**src/rtl/ps2_rx_frame_ctrl_pkg.sv**
```systemverilog
// Shared definitions for the PS/2 receive path.
// Holds the FSM state encoding, the parity mode selectors and a width helper.
// Imported by the top level, its FIFO and its interface.
package ps2_pkg;

   // Frame FSM state encoding
   localparam logic [1:0] ST_IDLE   = 2'd0;
   localparam logic [1:0] ST_DATA   = 2'd1;
   localparam logic [1:0] ST_PARITY = 2'd2;
   localparam logic [1:0] ST_STOP   = 2'd3;

   // Parity mode selectors
   localparam int PARITY_NONE = 0;
   localparam int PARITY_ODD  = 1;
   localparam int PARITY_EVEN = 2;

   // Width of a counter that indexes n data bits (values 0..n-1), never below 1
   function automatic int bitcnt_w(input int n);
      return (n < 2) ? 1 : $clog2(n);
   endfunction

endpackage

```
**src/rtl/ps2_rx_frame_ctrl_if.sv**
```systemverilog
// Consumer-side handshake bundle for received PS/2 frames.
// Master drives head-of-buffer data, valid and level; slave drives ready.
// A beat transfers when rx_valid and rx_ready are both high.
interface ps2_rx_frame_ctrl_if
   import ps2_pkg::*;
#(
   parameter int DATA_BITS  = 8,
   parameter int FIFO_DEPTH = 4
);
   localparam int LVL_W = $clog2(FIFO_DEPTH + 1);

   logic [DATA_BITS-1:0] rx_data;
   logic                 rx_valid;
   logic                 rx_ready;
   logic [LVL_W-1:0]     fifo_level;

   modport master (
      output rx_data,
      output rx_valid,
      output fifo_level,
      input  rx_ready
   );

   modport slave (
      input  rx_data,
      input  rx_valid,
      input  fifo_level,
      output rx_ready
   );

endinterface

```
**src/rtl/ps2_rx_frame_ctrl_fifo.sv**
```systemverilog
// Synchronous first-word-fall-through frame buffer.
// Latency: a push is visible at the head on the following cycle.
// Backpressure: push while full is accepted only together with a pop.
module ps2_rx_fifo
   import ps2_pkg::*;
#(
   parameter int WIDTH = 8,
   parameter int DEPTH = 4
) (
   input  logic                         clk,
   input  logic                         reset,
   input  logic                         i_push,
   input  logic [WIDTH-1:0]             i_push_dat,
   input  logic                         i_pop,
   output logic [WIDTH-1:0]             o_dat,
   output logic                         o_full,
   output logic                         o_empty,
   output logic [$clog2(DEPTH+1)-1:0]   o_level
);
   localparam int AW = $clog2(DEPTH);
   localparam int LW = $clog2(DEPTH + 1);

   logic [WIDTH-1:0] r_mem [DEPTH];
   logic [AW-1:0]    r_wr_ptr;
   logic [AW-1:0]    r_rd_ptr;
   logic [LW-1:0]    r_level;
   logic             w_push_ok;
   logic             w_pop_ok;

   // A full buffer can still take a push when the head leaves in the same cycle
   assign w_push_ok = i_push & (~o_full | i_pop);
   assign w_pop_ok  = i_pop & ~o_empty;

   assign o_full  = (r_level == LW'(DEPTH));
   assign o_empty = (r_level == '0);
   assign o_level = r_level;
   // Head is forced to zero while empty so the output is clean out of reset
   assign o_dat   = o_empty ? '0 : r_mem[r_rd_ptr];

   // Storage array: written on accepted push, not reset
   always_ff @(posedge clk) begin
      if (w_push_ok) begin
         r_mem[r_wr_ptr] <= i_push_dat;
      end
   end

   // Pointers wrap naturally because the depth is a power of two
   always_ff @(posedge clk) begin
      if (reset) begin
         r_wr_ptr <= '0;
         r_rd_ptr <= '0;
      end else begin
         if (w_push_ok) r_wr_ptr <= r_wr_ptr + 1'b1;
         if (w_pop_ok)  r_rd_ptr <= r_rd_ptr + 1'b1;
      end
   end

   // Occupancy: simultaneous push and pop leave the level unchanged
   always_ff @(posedge clk) begin
      if (reset) begin
         r_level <= '0;
      end else begin
         case ({w_push_ok, w_pop_ok})
            2'b10:   r_level <= r_level + 1'b1;
            2'b01:   r_level <= r_level - 1'b1;
            default: r_level <= r_level;
         endcase
      end
   end

endmodule

```
**src/rtl/ps2_rx_frame_ctrl.sv**
```systemverilog
// PS/2 device-to-host receiver: sync, clock glitch filter, frame FSM, watchdog, frame buffer.
// Latency: push one cycle after the stop-bit strobe; rx_valid one cycle after that when empty.
// Backpressure: rx_ready pops the buffer; a good frame arriving while full and not popped is dropped.
module ps2_rx_frame_ctrl
   import ps2_pkg::*;
#(
   parameter int DATA_BITS      = 8,
   parameter int PARITY_MODE    = PARITY_ODD,
   parameter int FILTER_LEN     = 4,
   parameter int TIMEOUT_CYCLES = 5000,
   parameter int FIFO_DEPTH     = 4
) (
   input  logic                  clk,
   input  logic                  reset,
   input  logic                  ps2_clk,
   input  logic                  ps2_data,
   ps2_rx_frame_ctrl_if.master   rx_if,
   output logic                  busy,
   output logic                  err_parity,
   output logic                  err_frame,
   output logic                  err_overrun,
   output logic                  err_timeout
);
   localparam int BCW = bitcnt_w(DATA_BITS);
   localparam int FCW = $clog2(FILTER_LEN + 1);
   localparam int WCW = $clog2(TIMEOUT_CYCLES + 1);
   localparam int LVW = $clog2(FIFO_DEPTH + 1);

   localparam logic [BCW-1:0] BIT_LAST = BCW'(DATA_BITS - 1);
   localparam logic [FCW-1:0] FLT_LAST = FCW'(FILTER_LEN - 1);
   localparam logic [WCW-1:0] WD_LAST  = WCW'(TIMEOUT_CYCLES - 1);

   // Synchroniser and filter state
   logic                 r_clk_s1, r_clk_s2;
   logic                 r_dat_s1, r_dat_s2;
   logic                 r_clk_filt, r_clk_filt_d;
   logic [FCW-1:0]       r_flt_cnt;
   logic                 w_strobe;
   logic                 w_bit;

   // Frame FSM state
   logic [1:0]           r_state;
   logic [BCW-1:0]       r_bit_cnt;
   logic [DATA_BITS-1:0] r_shreg;
   logic                 r_par_bit;
   logic [WCW-1:0]       r_wd_cnt;
   logic                 w_wd_expire;
   logic                 w_par_xor;
   logic                 w_par_ok;

   // Frame verdicts, registered so they land in the cycle after the stop strobe
   logic                 r_frame_good;
   logic                 r_err_parity;
   logic                 r_err_frame;
   logic                 r_err_timeout;

   // Buffer side
   logic                 w_push;
   logic                 w_pop;
   logic                 w_fifo_full;
   logic                 w_fifo_empty;
   logic [DATA_BITS-1:0] w_fifo_dat;
   logic [LVW-1:0]       w_fifo_level;

   // Two-flop synchronisers; idle bus level is high
   always_ff @(posedge clk) begin
      if (reset) begin
         r_clk_s1 <= 1'b1;
         r_clk_s2 <= 1'b1;
         r_dat_s1 <= 1'b1;
         r_dat_s2 <= 1'b1;
      end else begin
         r_clk_s1 <= ps2_clk;
         r_clk_s2 <= r_clk_s1;
         r_dat_s1 <= ps2_data;
         r_dat_s2 <= r_dat_s1;
      end
   end

   // Filtered clock flips only after FILTER_LEN consecutive disagreeing samples
   always_ff @(posedge clk) begin
      if (reset) begin
         r_clk_filt   <= 1'b1;
         r_clk_filt_d <= 1'b1;
         r_flt_cnt    <= '0;
      end else begin
         r_clk_filt_d <= r_clk_filt;
         if (r_clk_s2 == r_clk_filt) begin
            r_flt_cnt <= '0;
         end else if (r_flt_cnt == FLT_LAST) begin
            r_clk_filt <= ~r_clk_filt;
            r_flt_cnt  <= '0;
         end else begin
            r_flt_cnt <= r_flt_cnt + 1'b1;
         end
      end
   end

   // One-cycle strobe on the filtered falling edge; the bit is the synced data then
   assign w_strobe = r_clk_filt_d & ~r_clk_filt;
   assign w_bit    = r_dat_s2;

   // A strobe in the same cycle as expiry keeps the frame alive
   assign w_wd_expire = (r_state != ST_IDLE) && (r_wd_cnt == WD_LAST) && !w_strobe;

   // Watchdog: counts idle-bus cycles within a frame, cleared by strobes and in IDLE
   always_ff @(posedge clk) begin
      if (reset) begin
         r_wd_cnt <= '0;
      end else if (w_strobe || (r_state == ST_IDLE)) begin
         r_wd_cnt <= '0;
      end else if (!w_wd_expire) begin
         r_wd_cnt <= r_wd_cnt + 1'b1;
      end
   end

   // Parity over data bits plus received parity bit
   assign w_par_xor = ^{r_shreg, r_par_bit};
   assign w_par_ok  = (PARITY_MODE == PARITY_NONE) ? 1'b1 :
                      (PARITY_MODE == PARITY_ODD)  ? w_par_xor : ~w_par_xor;

   // Frame FSM, advanced by the strobe; watchdog expiry aborts back to IDLE
   always_ff @(posedge clk) begin
      if (reset) begin
         r_state       <= ST_IDLE;
         r_bit_cnt     <= '0;
         r_shreg       <= '0;
         r_par_bit     <= 1'b0;
         r_frame_good  <= 1'b0;
         r_err_parity  <= 1'b0;
         r_err_frame   <= 1'b0;
         r_err_timeout <= 1'b0;
      end else begin
         r_frame_good  <= 1'b0;
         r_err_parity  <= 1'b0;
         r_err_frame   <= 1'b0;
         r_err_timeout <= 1'b0;
         case (r_state)
            ST_IDLE: begin
               // A high bit here is bus noise or a trailing stop bit; ignore it
               if (w_strobe && !w_bit) begin
                  r_state   <= ST_DATA;
                  r_bit_cnt <= '0;
               end
            end
            ST_DATA: begin
               if (w_strobe) begin
                  r_shreg   <= {w_bit, r_shreg[DATA_BITS-1:1]};
                  r_bit_cnt <= r_bit_cnt + 1'b1;
                  if (r_bit_cnt == BIT_LAST) begin
                     r_state <= (PARITY_MODE == PARITY_NONE) ? ST_STOP : ST_PARITY;
                  end
               end
            end
            ST_PARITY: begin
               if (w_strobe) begin
                  r_par_bit <= w_bit;
                  r_state   <= ST_STOP;
               end
            end
            default: begin
               // Stop bit: parity failure outranks a bad stop bit
               if (w_strobe) begin
                  r_state      <= ST_IDLE;
                  r_err_parity <= ~w_par_ok;
                  r_err_frame  <= w_par_ok & ~w_bit;
                  r_frame_good <= w_par_ok & w_bit;
               end
            end
         endcase
         if (w_wd_expire) begin
            r_state       <= ST_IDLE;
            r_err_timeout <= 1'b1;
         end
      end
   end

   // A good frame is stored unless the buffer is full and nothing leaves this cycle
   assign w_pop       = rx_if.rx_valid & rx_if.rx_ready;
   assign w_push      = r_frame_good & (~w_fifo_full | w_pop);
   assign err_overrun = r_frame_good & w_fifo_full & ~w_pop;

   assign err_parity  = r_err_parity;
   assign err_frame   = r_err_frame;
   assign err_timeout = r_err_timeout;
   assign busy        = (r_state != ST_IDLE);

   ps2_rx_fifo #(
      .WIDTH (DATA_BITS),
      .DEPTH (FIFO_DEPTH)
   ) u_fifo (
      .clk        (clk),
      .reset      (reset),
      .i_push     (w_push),
      .i_push_dat (r_shreg),
      .i_pop      (w_pop),
      .o_dat      (w_fifo_dat),
      .o_full     (w_fifo_full),
      .o_empty    (w_fifo_empty),
      .o_level    (w_fifo_level)
   );

   assign rx_if.rx_data    = w_fifo_dat;
   assign rx_if.rx_valid   = ~w_fifo_empty;
   assign rx_if.fifo_level = w_fifo_level;

endmodule

```
**src/flat_wrapper.sv**
```systemverilog
// flat-port wrapper written by rule: the top's interface ports become plain ports
module ps2_rx_frame_ctrl_flat import ps2_pkg::*;
#(
   parameter int DATA_BITS      = 8,
   parameter int PARITY_MODE    = PARITY_ODD,
   parameter int FILTER_LEN     = 4,
   parameter int TIMEOUT_CYCLES = 5000,
   parameter int FIFO_DEPTH     = 4
)
  (clk, reset, ps2_clk, ps2_data, busy, err_parity, err_frame, err_overrun, err_timeout, rx_if_rx_data, rx_if_rx_valid, rx_if_fifo_level, rx_if_rx_ready);
  ps2_rx_frame_ctrl_if #(.DATA_BITS(DATA_BITS), .FIFO_DEPTH(FIFO_DEPTH)) rx_if_i ();
  input  logic clk;
  input  logic reset;
  input  logic ps2_clk;
  input  logic ps2_data;
  output logic busy;
  output logic err_parity;
  output logic err_frame;
  output logic err_overrun;
  output logic err_timeout;
  output wire logic [$bits(rx_if_i.rx_data)-1:0] rx_if_rx_data;
  output wire logic [$bits(rx_if_i.rx_valid)-1:0] rx_if_rx_valid;
  output wire logic [$bits(rx_if_i.fifo_level)-1:0] rx_if_fifo_level;
  input wire logic [$bits(rx_if_i.rx_ready)-1:0] rx_if_rx_ready;
  assign rx_if_rx_data = rx_if_i.rx_data;
  assign rx_if_rx_valid = rx_if_i.rx_valid;
  assign rx_if_fifo_level = rx_if_i.fifo_level;
  assign rx_if_i.rx_ready = rx_if_rx_ready;
  ps2_rx_frame_ctrl #(.DATA_BITS(DATA_BITS), .PARITY_MODE(PARITY_MODE), .FILTER_LEN(FILTER_LEN), .TIMEOUT_CYCLES(TIMEOUT_CYCLES), .FIFO_DEPTH(FIFO_DEPTH)) u_core (.clk(clk), .reset(reset), .ps2_clk(ps2_clk), .ps2_data(ps2_data), .rx_if(rx_if_i), .busy(busy), .err_parity(err_parity), .err_frame(err_frame), .err_overrun(err_overrun), .err_timeout(err_timeout));
endmodule
```
**config.mk**
```make
export PLATFORM = sky130hd
export DESIGN_NAME = ps2_rx_frame_ctrl_flat
export DESIGN_NICKNAME = d
export VERILOG_FILES = /design/src/rtl/ps2_rx_frame_ctrl_pkg.sv /design/src/rtl/ps2_rx_frame_ctrl_if.sv /design/src/rtl/ps2_rx_frame_ctrl_fifo.sv /design/src/rtl/ps2_rx_frame_ctrl.sv /design/src/flat_wrapper.sv
export SDC_FILE = /design/constraint.sdc
export NUM_CORES = 1
export LEC_CHECK = 0
export ABC_AREA = 1
export CAP_MARGIN = 20
export CELL_PAD_IN_SITES_DETAIL_PLACEMENT = 1
export CELL_PAD_IN_SITES_GLOBAL_PLACEMENT = 2
export CORE_ASPECT_RATIO = 0.9
export CORE_MARGIN = 2
export CORE_UTILIZATION = 39
export DETAILED_ROUTE_END_ITERATION = 12
export MAX_ROUTING_LAYER = met4
export PLACE_DENSITY_LB_ADDON = 0.1
export REMOVE_ABC_BUFFERS = 1
export SLEW_MARGIN = 20
export SYNTH_ARGS = -nofsm -noshare
export SYNTH_HDL_FRONTEND = slang
export SYNTH_SLANG_ARGS = --single-unit
```
**constraint.sdc**
```tcl
create_clock -name clk -period 4.86 [get_ports clk]
set_input_delay 0.972 -clock clk [delete_from_list [all_inputs] [get_ports clk]]
set_output_delay 0.972 -clock clk [all_outputs]
set_load 0.03 [all_outputs]
```
==> qor.yml <==
fmax_mhz: 299.6
synth_commonest_cells: "56 x nor2_1, 53 x nand2_1, 49 x dfxtp_1, 44 x a21oi_1, 44 x inv_1"
insertion_delay_ps: 350
startpoint_type: "primary input"
crit_path_end_kind: "primary output"
grt_max_degree: 18
worst_pin_slew_ps: 800.7
report.final.setup_viol: 0
area_growth_pct: 14.22
ir_worst_vdd_v: 0.0001148
coreArea_um2: 8648
cts_num_sinks: 81
antenna_found_initial: 0
viasPerCell: 4.880
final_net_count: 437
grt_pass1_wl_um: 12500
dieHeight_um: 93.88
clock_path_buffers: 2
worst_ep_arrival_time_ps: 2370
seq_area_frac_synth_pct: 55.47
fillerInstances: 1049
slew_headroom_pct: 46.42
yosysTopAreaCell: "dfxtp_1"
detail_route.wl_per_cell_um: 12.96
n_antenna_cell: 0
p_per_area_nw_per_um2: 288.0
cts_tree: "yes"
drt-initial-drc-count: 108
dr.pass1.iters: 4
routed_wirelength_um: 7022
grt_pass1_vias: 2671
fin_crit_ps: 3337
htreeDepth: 3
total_power_mw: 1.152
async_flop_share_pct: 0
syn_area_per_cell_um2: 8.931
hold_depth: 1
synth_edf_count: 32
synth_most_common_cell: "nor2_1"
yosys.area.top_type_share_pct: 28.02
grt.total_usage_pct: 16.61
period_share_pct: 68.67
vias: 2645
drive_gt1_share_pct: 8.747
cts_hold_buf: 0
reg2reg_depth: 10
fin_tns_setup_ps: 0
port_buffers: 21
cp_max_fo: 2
fp.dieArea_um2: 9751
cts_resized: 0
status: "complete, no violations"
initial_core_util_pct: 40.48
final_util_pct: 46.24
grt_overflow_total: 0
gp_congestion: 0.7237
root_buffer: "clkbuf_8"
syn_inst: 392
cts_made_buffers: 9
synthFlopType: "dfxtp_1"
post-cts-setup-buffer-count: 0
die_x_um: 103.9
drcViolationCount: 0
final_max_slew_viol_count: 0
postRouteAntennaNets: 0
ios: 22
finClkSkew_ps: 5.947
synth_area_um2: 3501
leakage_nw: 1.423
synthTopCellsByArea: "dfxtp_1 28%, edfxtp_1 27%, a21oi_1 6.3%"
worstSetupPathType: "primary input to primary output"
yosysWarnings: 0
hpwl_um: 5098
path_clk_slew_ps: 80
hp-class: "flop to flop"
ys_types: 33
timing_hold_violations_final: 0
critPathRequiredTime_ps: 3890
synth_seq_cells: 81
num_rows: 32
maxCapViolations: 0
rsz0062_at_grt: "no"
## layout make-up
class	count	area (um^2)	area share [%]
multi-input cells	254	1333	33.32
flip-flops and latches	81	1942	48.56
well taps	119	148.9	3.723
repair buffers	22	217.7	5.444
inverters	50	187.7	4.693
clock buffers	10	127.6	3.191
clock inverters	6	42.54	1.064
## sequential cells by signal, indices dropped and copies added, names as in the netlist, named ones only
signal	flops
u_core.r_flt_cnt	3
u_core.err_frame	1
u_core.u_fifo.r_wr_ptr	2
u_core.u_fifo.r_rd_ptr	2
u_core.err_parity	1
u_core.r_wd_cnt	13
u_core.r_frame_good	1
u_core.u_fifo.r_mem	32
u_core.r_bit_cnt	3
u_core.r_clk_filt	1
u_core.err_timeout	1
u_core.r_clk_s1	1
u_core.r_par_bit	1
u_core.u_fifo.o_level	3
u_core.r_dat_s2	1
u_core.r_state	2
u_core.r_clk_s2	1
u_core.r_dat_s1	1
u_core.r_shreg	8
u_core.r_clk_filt_d	1
## metal layers
metal	global-route usage [%]	vias up	wire (um)
met5	-	-	0
met4	5.743	0	104
met3	3.329	12	167
met2	29.06	28	3434
met1	19.29	1256	3316
li1	-	1349	-
## kinds of logic after synthesis
family          synth area share (%)
simple gates                   19.69
compound gates                 12.65
flops                          55.47
buf+inv                        6.469
fa+ha+maj                      5.218
xor+xnor                      0.5004
## per-stage QoR
step           worst slack, ps  std cells  hold WS (ps)  cell area (um^2)
2_1_floorplan             2303        385         389.5              3462
3_3_place_gp              1535        526         391.2              3829
3_5_place_dp              1518        526         394.9              3829
4_1_cts                   1509        542         415.1              3999
5_1_grt                   1371        542         432.4              3999
6_report                  1523        542         414.1              3999
## cells in the final DEF, fill, tap and decap left out, types with 13 or more instances in the layout
master	instances
dfxtp_1	49
nor2_1	56
ha_1	13
edfxtp_1	32
inv_1	44
nand2_1	53
clkdlybuf4s50_1	21
nand3_1	14
a21oi_1	44
o21ai_0	39
## report_power, final
group	switching [mW]	internal, mW	total, mW	leakage [nW]
logic	0.00775	0.00600	0.0138	0.593
clock network	0.249	0.187	0.436	0.0809
registers	0.00116	0.701	0.702	0.749
## path summary, 6_finish.rpt
path | slack [ps] | end | startpoint
min | 410 | u_core.r_dat_s2$_SDFF_PP1_ | u_core.r_dat_s1$_SDFF_PP1_
max reg2reg | 2800 | u_core.u_fifo.o_level[2]$_SDFFE_PP0P_ | u_core.u_fifo.o_level[1]$_SDFFE_PP0P_
max | 1520 | err_overrun | rx_if_rx_ready
min reg2reg | 410 | u_core.r_dat_s2$_SDFF_PP1_ | u_core.r_dat_s1$_SDFF_PP1_
## critical path, stage by stage
cell and delay [ps]:
clkdlybuf4s50_1 400, inv_1 110, nand3_1 110, nor2_1 100, clkdlybuf4s50_1 670
Note: power is estimated with default switching activity, not from simulation.
